$ cat src/rtl/decode_pkg_r32i.sv
// Shared opcode, ALU and branch codes plus the decoded bundle type for the RV32I decode stage.
// DECODE_SYSTEM_EN adds the Ecall/Ebreak fields to the bundle.
package decode_pkg_r32i;

  localparam logic [6:0] OP_LOAD     = 7'b000_0011;
  localparam logic [6:0] OP_MISC_MEM = 7'b000_1111;
  localparam logic [6:0] OP_OPPI     = 7'b001_0011;
  localparam logic [6:0] OP_AUIPC    = 7'b001_0111;
  localparam logic [6:0] OP_STORE    = 7'b010_0011;
  localparam logic [6:0] OP_OPPR     = 7'b011_0011;
  localparam logic [6:0] OP_LUI      = 7'b011_0111;
  localparam logic [6:0] OP_BRANCH   = 7'b110_0011;
  localparam logic [6:0] OP_JALR     = 7'b110_0111;
  localparam logic [6:0] OP_JAL      = 7'b110_1111;
  localparam logic [6:0] OP_SYSTEM   = 7'b111_0011;

  // Register ALU ops use {ins[30], funct3}; only the two fixed codes are named.
  localparam logic [3:0] ALU_ADD = 4'b0000;
  localparam logic [3:0] ALU_CPY = 4'b1111;

  localparam logic [2:0] BR_EQ  = 3'b000;
  localparam logic [2:0] BR_NE  = 3'b001;
  localparam logic [2:0] BR_LT  = 3'b100;
  localparam logic [2:0] BR_GE  = 3'b101;
  localparam logic [2:0] BR_LTU = 3'b110;
  localparam logic [2:0] BR_GEU = 3'b111;

  localparam logic [31:0] INS_ECALL  = 32'h0000_0073;
  localparam logic [31:0] INS_EBREAK = 32'h0010_0073;

  typedef struct packed {
    logic [4:0]  rs1;
    logic [4:0]  rs2;
    logic [4:0]  rd;
    logic        reg_write;
    logic        link_write;
    logic        test_branch;
    logic        always_branch;
    logic        use_imm;
    logic        use_pc;
    logic [2:0]  branch_type;
    logic [3:0]  alu_code;
    logic [31:0] imm;
    logic        mem_read;
    logic        mem_write;
    logic [2:0]  mem_size;
    logic        illegal;
`ifdef DECODE_SYSTEM_EN
    logic        ecall;
    logic        ebreak;
`endif
  } decoded_t;

endpackage

$ cat src/rtl/decode_comb_r32i.sv
// Purely combinational RV32I instruction decoder: raw word -> decoded_t.
// DECODE_SYSTEM_EN makes FENCE, ECALL and EBREAK legal.
module decode_comb_r32i
  import decode_pkg_r32i::*;
(
  input  logic [31:0] i_ins,
  output decoded_t    o_dec
);

  logic [6:0]  w_opcode;
  logic [2:0]  w_funct3;
  logic [6:0]  w_funct7;
  logic [31:0] w_imm_i;
  logic [31:0] w_imm_s;
  logic [31:0] w_imm_b;
  logic [31:0] w_imm_u;
  logic [31:0] w_imm_j;
  decoded_t    w_dec;

  assign w_opcode = i_ins[6:0];
  assign w_funct3 = i_ins[14:12];
  assign w_funct7 = i_ins[31:25];

  assign w_imm_i = {{20{i_ins[31]}}, i_ins[31:20]};
  assign w_imm_s = {{20{i_ins[31]}}, i_ins[31:25], i_ins[11:7]};
  assign w_imm_b = {{19{i_ins[31]}}, i_ins[31], i_ins[7], i_ins[30:25], i_ins[11:8], 1'b0};
  assign w_imm_u = {i_ins[31:12], 12'h000};
  assign w_imm_j = {{11{i_ins[31]}}, i_ins[31], i_ins[19:12], i_ins[20], i_ins[30:21], 1'b0};

  // Per-opcode field selection and legality, then enable suppression.
  always_comb begin
    w_dec     = '0;
    w_dec.rs1 = i_ins[19:15];
    w_dec.rs2 = i_ins[24:20];
    w_dec.rd  = i_ins[11:7];
    case (w_opcode)
      OP_OPPR: begin
        w_dec.reg_write = 1'b1;
        w_dec.alu_code  = {i_ins[30], w_funct3};
        w_dec.illegal   = ~((w_funct7 == 7'h00) ||
                            ((w_funct7 == 7'h20) && ((w_funct3 == 3'd0) || (w_funct3 == 3'd5))));
      end
      OP_OPPI: begin
        w_dec.reg_write = 1'b1;
        w_dec.use_imm   = 1'b1;
        w_dec.imm       = w_imm_i;
        w_dec.alu_code  = {(w_funct3 == 3'd5) & i_ins[30], w_funct3};
        w_dec.illegal   = ((w_funct3 == 3'd1) && (w_funct7 != 7'h00)) ||
                          ((w_funct3 == 3'd5) && (w_funct7 != 7'h00) && (w_funct7 != 7'h20));
      end
      OP_LUI: begin
        w_dec.reg_write = 1'b1;
        w_dec.use_imm   = 1'b1;
        w_dec.imm       = w_imm_u;
        w_dec.alu_code  = ALU_CPY;
      end
      OP_AUIPC: begin
        w_dec.reg_write = 1'b1;
        w_dec.use_imm   = 1'b1;
        w_dec.use_pc    = 1'b1;
        w_dec.imm       = w_imm_u;
        w_dec.alu_code  = ALU_ADD;
      end
      OP_JAL: begin
        w_dec.reg_write     = 1'b1;
        w_dec.link_write    = 1'b1;
        w_dec.always_branch = 1'b1;
        w_dec.use_imm       = 1'b1;
        w_dec.imm           = w_imm_j;
        w_dec.alu_code      = ALU_CPY;
      end
      OP_JALR: begin
        w_dec.reg_write     = 1'b1;
        w_dec.link_write    = 1'b1;
        w_dec.always_branch = 1'b1;
        w_dec.use_imm       = 1'b1;
        w_dec.imm           = w_imm_i;
        w_dec.alu_code      = ALU_ADD;
        w_dec.illegal       = (w_funct3 != 3'd0);
      end
      OP_BRANCH: begin
        w_dec.test_branch = 1'b1;
        w_dec.use_imm     = 1'b1;
        w_dec.use_pc      = 1'b1;
        w_dec.imm         = w_imm_b;
        w_dec.alu_code    = ALU_ADD;
        w_dec.branch_type = w_funct3;
        case (w_funct3)
          BR_EQ, BR_NE, BR_LT, BR_GE, BR_LTU, BR_GEU: w_dec.illegal = 1'b0;
          default:                                    w_dec.illegal = 1'b1;
        endcase
      end
      OP_LOAD: begin
        w_dec.mem_read  = 1'b1;
        w_dec.reg_write = 1'b1;
        w_dec.use_imm   = 1'b1;
        w_dec.imm       = w_imm_i;
        w_dec.alu_code  = ALU_ADD;
        w_dec.mem_size  = w_funct3;
        w_dec.illegal   = (w_funct3 == 3'd3) || (w_funct3 >= 3'd6);
      end
      OP_STORE: begin
        w_dec.mem_write = 1'b1;
        w_dec.use_imm   = 1'b1;
        w_dec.imm       = w_imm_s;
        w_dec.alu_code  = ALU_ADD;
        w_dec.mem_size  = w_funct3;
        w_dec.illegal   = (w_funct3 > 3'd2);
      end
`ifdef DECODE_SYSTEM_EN
      OP_MISC_MEM: begin
        w_dec.illegal = 1'b0;
      end
      OP_SYSTEM: begin
        w_dec.ecall   = (i_ins == INS_ECALL);
        w_dec.ebreak  = (i_ins == INS_EBREAK);
        w_dec.illegal = ~(w_dec.ecall | w_dec.ebreak);
      end
`endif
      default: begin
        w_dec.illegal = 1'b1;
      end
    endcase
    w_dec.reg_write     = w_dec.reg_write & ~w_dec.illegal & (w_dec.rd != 5'd0);
    w_dec.mem_read      = w_dec.mem_read & ~w_dec.illegal;
    w_dec.mem_write     = w_dec.mem_write & ~w_dec.illegal;
    w_dec.test_branch   = w_dec.test_branch & ~w_dec.illegal;
    w_dec.always_branch = w_dec.always_branch & ~w_dec.illegal;
  end

  assign o_dec = w_dec;

endmodule

$ cat src/rtl/decode_stage_r32i.sv
// RV32I decode stage: decoder feeding a 2-entry skid buffer with valid/ready on both sides and flush.
// DECODE_SYSTEM_EN adds the o_ecall/o_ebreak outputs.
module decode_stage_r32i
  import decode_pkg_r32i::*;
#(
  parameter int dataW = 32,
  parameter int pcW   = 32
) (
  input  logic             i_clk,
  input  logic             i_rst,
  input  logic             i_flush,
  input  logic             i_in_valid,
  output logic             o_in_ready,
  input  logic [31:0]      i_in_ins,
  input  logic [pcW-1:0]   i_in_pc,
  output logic             o_out_valid,
  input  logic             i_out_ready,
  output logic [pcW-1:0]   o_out_pc,
  output logic [4:0]       o_reg_data1,
  output logic [4:0]       o_reg_data2,
  output logic [4:0]       o_reg_write_addr,
  output logic             o_reg_write_control,
  output logic             o_link_addr_write,
  output logic             o_test_branch,
  output logic             o_always_branch,
  output logic             o_use_imm,
  output logic             o_use_pc,
  output logic [2:0]       o_branch_type,
  output logic [3:0]       o_alu_code,
  output logic [dataW-1:0] o_imm_out,
  output logic             o_mem_read,
  output logic             o_mem_write,
  output logic [2:0]       o_mem_size,
`ifdef DECODE_SYSTEM_EN
  output logic             o_ecall,
  output logic             o_ebreak,
`endif
  output logic             o_illegal
);

  decoded_t       w_dec;
  decoded_t       r_main;
  decoded_t       r_skid;
  logic [pcW-1:0] r_main_pc;
  logic [pcW-1:0] r_skid_pc;
  logic           r_main_valid;
  logic           r_skid_valid;
  logic           w_accept;
  logic           w_drain;

  decode_comb_r32i u_decode (
    .i_ins (i_in_ins),
    .o_dec (w_dec)
  );

  // Ready depends only on the skid register, so there is no path from i_out_ready.
  assign w_accept = i_in_valid & ~r_skid_valid;
  assign w_drain  = r_main_valid & i_out_ready;

  // Skid buffer: main refills from skid first to keep order, else from the decoder.
  always_ff @(posedge i_clk) begin
    if (i_rst) begin
      r_main_valid <= 1'b0;
      r_skid_valid <= 1'b0;
      r_main       <= '0;
      r_skid       <= '0;
      r_main_pc    <= '0;
      r_skid_pc    <= '0;
    end else if (i_flush) begin
      r_main_valid <= 1'b0;
      r_skid_valid <= 1'b0;
    end else if (!r_main_valid || w_drain) begin
      if (r_skid_valid) begin
        r_main       <= r_skid;
        r_main_pc    <= r_skid_pc;
        r_main_valid <= 1'b1;
        r_skid_valid <= 1'b0;
      end else if (w_accept) begin
        r_main       <= w_dec;
        r_main_pc    <= i_in_pc;
        r_main_valid <= 1'b1;
      end else begin
        r_main_valid <= 1'b0;
      end
    end else if (w_accept) begin
      r_skid       <= w_dec;
      r_skid_pc    <= i_in_pc;
      r_skid_valid <= 1'b1;
    end
  end

  assign o_in_ready          = ~r_skid_valid;
  assign o_out_valid         = r_main_valid;
  assign o_out_pc            = r_main_pc;
  assign o_reg_data1         = r_main.rs1;
  assign o_reg_data2         = r_main.rs2;
  assign o_reg_write_addr    = r_main.rd;
  assign o_reg_write_control = r_main.reg_write;
  assign o_link_addr_write   = r_main.link_write;
  assign o_test_branch       = r_main.test_branch;
  assign o_always_branch     = r_main.always_branch;
  assign o_use_imm           = r_main.use_imm;
  assign o_use_pc            = r_main.use_pc;
  assign o_branch_type       = r_main.branch_type;
  assign o_alu_code          = r_main.alu_code;
  assign o_imm_out           = dataW'($signed(r_main.imm));
  assign o_mem_read          = r_main.mem_read;
  assign o_mem_write         = r_main.mem_write;
  assign o_mem_size          = r_main.mem_size;
  assign o_illegal           = r_main.illegal;
`ifdef DECODE_SYSTEM_EN
  assign o_ecall             = r_main.ecall;
  assign o_ebreak            = r_main.ebreak;
`endif

endmodule

$ cat config.mk
export PLATFORM = sky130hd
export DESIGN_NAME = decode_stage_r32i
export DESIGN_NICKNAME = d
export VERILOG_FILES = /design/src/rtl/decode_pkg_r32i.sv /design/src/rtl/decode_comb_r32i.sv /design/src/rtl/decode_stage_r32i.sv
export SDC_FILE = /design/constraint.sdc
export NUM_CORES = 1
export LEC_CHECK = 0
export ABC_CLOCK_PERIOD_IN_PS = 5500
export CAP_MARGIN = 15
export CORE_MARGIN = 2
export CORE_UTILIZATION = 35
export DETAILED_ROUTE_END_ITERATION = 8
export DONT_BUFFER_PORTS = 1
export GPL_ROUTABILITY_DRIVEN = 0
export PLACE_DENSITY = 0.59
export SLEW_MARGIN = 15
export SYNTH_ARGS = -nofsm -noshare
export SYNTH_HDL_FRONTEND = slang
export SYNTH_SLANG_ARGS = --single-unit
$ cat constraint.sdc
create_clock -name i_clk -period 5.5 [get_ports i_clk]
set_input_delay 0.825 -clock i_clk [delete_from_list [all_inputs] [get_ports i_clk]]
set_output_delay 0.825 -clock i_clk [all_outputs]
set_load 0.005 [all_outputs]
==> out/qor.yml <==
p_per_area_nw_per_um2: 325
die_h_um: 159
syn2layout_area_growth_pct: 8.69
r2r-end: "o_imm_out[25]"
slew_viol_final: 0
cap_violations: 0
n_fill_cell: 2364
post-route-util_pct: 38.8
coreArea_um2: 23500
antenna_found_initial: 0
finalNetCount: 1001
critPathBufInv: 0
drt-initial-drc-count: 620
setup_tns_ps: 0
synth-main-ff-cell: "dfxtp_1"
vdd_drop_max_uv: 173
htree_levels: 4
cts.reportedPaths.clkPinSlew_ps: 70
fin_ws_ps: 2270
slew_headroom_pct: 25.8
rows: 56
tightest_slew_ps: 1110
synth_edf_count: 0
grt_pass1_wl_um: 37900
criticalPathCategory: "reg -> reg"
drive_above_1_share_pct: 6.67
required_ps: 5860
ios: 169
setup_viol: 0
yosysMostFrequentCell: "dfxtp_1"
clock-skew-final_ps: 10.9
multi_input_comb_area_um2: 4050
clkSinkCount: 198
io_buffers: 0
synth_commonest_cells: "dfxtp_1 (198), nand2_1 (156), nor2_1 (106), a21oi_1 (82), clkbuf_1 (73)"
hold_end: "r_skid[23]"
dr_total_vias: 6956
finalCriticalPeriod_ps: 3230
power.leakage_nw: 2.83
grt_util_all_layers_pct: 18.8
slowest_delay_ps: 990
yosys_warnings: 0
start_util_pct: 35.7
reg2reg_depth: 5
crit_chain: "nor2_1, or3_1, nor2_1, o21ai_0, o21ai_0"
synth.distinct_cells: 53
seq_area_um2: 3970
synth-async-reset-ratio_pct: 0
wire_per_inst_um: 19.2
first_pass_iters: 5
totalWireLength_um: 24300
postRouteAntennaNets: 0
die_width_um: 159
clk_latency_ps: 440
crit_arrival_ps: 3590
synth_top_area_share_pct: 47.1
grt_overflow: 0
hpwl_um: 15200
crit_fanout: 45
die-area_um2: 25300
syn_nets: 1065
clock.fmax_mhz: 310
diodes: 0
finalHoldViolations: 0
clockRootBuffer: "clkbuf_16"
yosysSeqAreaShare_pct: 47.1
timing.rr.start: "r_skid_valid"
cts.repair.resized: 0
synth_area_leaders: "dfxtp_1 (47%), nand2_1 (7.0%), a211oi_1 (6.2%)"
finalCritPeriodShare_pct: 58.7
crit_path_end_kind: "register"
post_cts_buffers: 0
worst_path_dominant_cell_family: "simple AND/OR/NAND/NOR gates"
synth.avg_cell_area_um2: 8.44
min_path_type: "in -> reg"
worstHoldStart: "i_rst"
reg2reg_setup_slack_ps: 2270
synth-seq-cells: 198
crit_slowest_cell: "nor2_1"
grt_max_degree: 175
grt_pass1_vias: 6396
status: "finished, final reports clean"
yosys.area.top_type: "dfxtp_1"
rsz0062_at_grt: "false"
pre_cts_ws_ps: 2340
drc: 0
min_delay_path_depth: 1
synthCells: 996
cts_buffer_depth: 2
viasPerCell: 5.50
netlist_area_um2: 8410
cts-hold-fix-buffers: 0
cts_made_buffers: 17
cp-start-kind: "register"
cts_tree: "yes"
cell type report:
class / count / area share [%]
timing repair buffer: 8 / 0.657
inverter: 14 / 0.575
clock buffer: 19 / 4.85
tap: 319 / 4.37
sequential: 198 / 43.4
multi-input combinational: 693 / 44.3
clock inverter: 13 / 1.83
flip-flops by register name (all words and copies together) (netlist names), 3 cells and up:
| signal | flops |
|---|---|
| o_reg_data1 | 5 |
| o_reg_data2 | 5 |
| o_mem_size | 3 |
| o_alu_code | 4 |
| o_reg_write_addr | 5 |
| o_imm_out | 32 |
| r_skid_pc | 32 |
| o_out_pc | 32 |
| o_branch_type | 3 |
| r_skid | 66 |
kinds of logic after synthesis:
| logic type | share of synthesized area, % |
|---|---|
| buffers and inverters | 5.04 |
| xor gates and xnor gates | 0.104 |
| and+or+nand+nor | 18.7 |
| DFF | 47.1 |
| AOI/OAI and AO/OA | 23.0 |
| muxes | 6.00 |
worst reg2reg max path: stages (launching register included):
cell	delay, ps
dfxtp_4	760
nor2_1	200
or3_1	720
nor2_1	1010
o21ai_0	250
o21ai_0	210
how the worst max path moves through the flow:
stage / startpoint / to / slack [ps] / depth (start not counted)
2_1_floorplan: i_in_ins[2] / r_skid[18] / 3150 / 8
3_3_place_gp: r_skid_valid / o_imm_out[28] / 2400 / 5
3_5_place_dp: r_skid_valid / o_imm_out[1] / 2340 / 5
4_1_cts: r_skid_valid / o_imm_out[1] / 2330 / 5
5_1_grt: r_skid_valid / o_imm_out[25] / 1980 / 5
6_report: r_skid_valid / o_imm_out[25] / 2270 / 5
layer usage:
layer	up-vias	part of all wire (%)	global-route usage, %
li1	3434	-	-
met2	200	47	30.7
met5	-	0	0
met4	0	1.5	4.96
met1	3301	42	23.4
met3	21	8.6	7.24
stage by stage:
| stage | instance area (um^2) | total power, mW | hold slack (ps) | instances |
|---|---|---|---|---|
| 2_1_floorplan | 8410 | 1.67 | 432 | 996 |
| 6_report | 9140 | 2.97 | 445 | 1264 |
| 5_1_grt | 9140 | 3.09 | 421 | 1264 |
| 4_1_cts | 9140 | 3.01 | 440 | 1264 |
| 3_5_place_dp | 8530 | 1.68 | 441 | 1232 |
| 3_3_place_gp | 8520 | 1.68 | 436 | 1232 |
power by group:
part / internal (mW) / switching (mW)
Combinational: 0.0572 / 0.0834
Sequential: 1.47 / 0.0344
Clock: 0.736 / 0.587
Total: 2.27 / 0.705
placed cells by master (no fill, tap or decap), types with 3 or more instances in the layout:
cell type	instances
a31oi_1	7
nand2b_1	8
and3_1	4
o21ai_0	50
buf_4	8
a311oi_1	10
a221oi_1	28
bufinv_16	3
a22oi_1	3
nor2_1	105
inv_1	14
a21oi_1	82
and2_0	7
nand4_1	5
mux2i_1	47
nand2_1	156
nand3_1	30
nor3_2	3
o211ai_1	3
dfxtp_1	197
mux2_2	3
a221oi_2	8
o21ai_1	3
clkbuf_16	17
a221o_1	3
a211oi_1	69
a22o_1	8
nor3_1	17
inv_6	5
(Power assumes the default switching activity.)
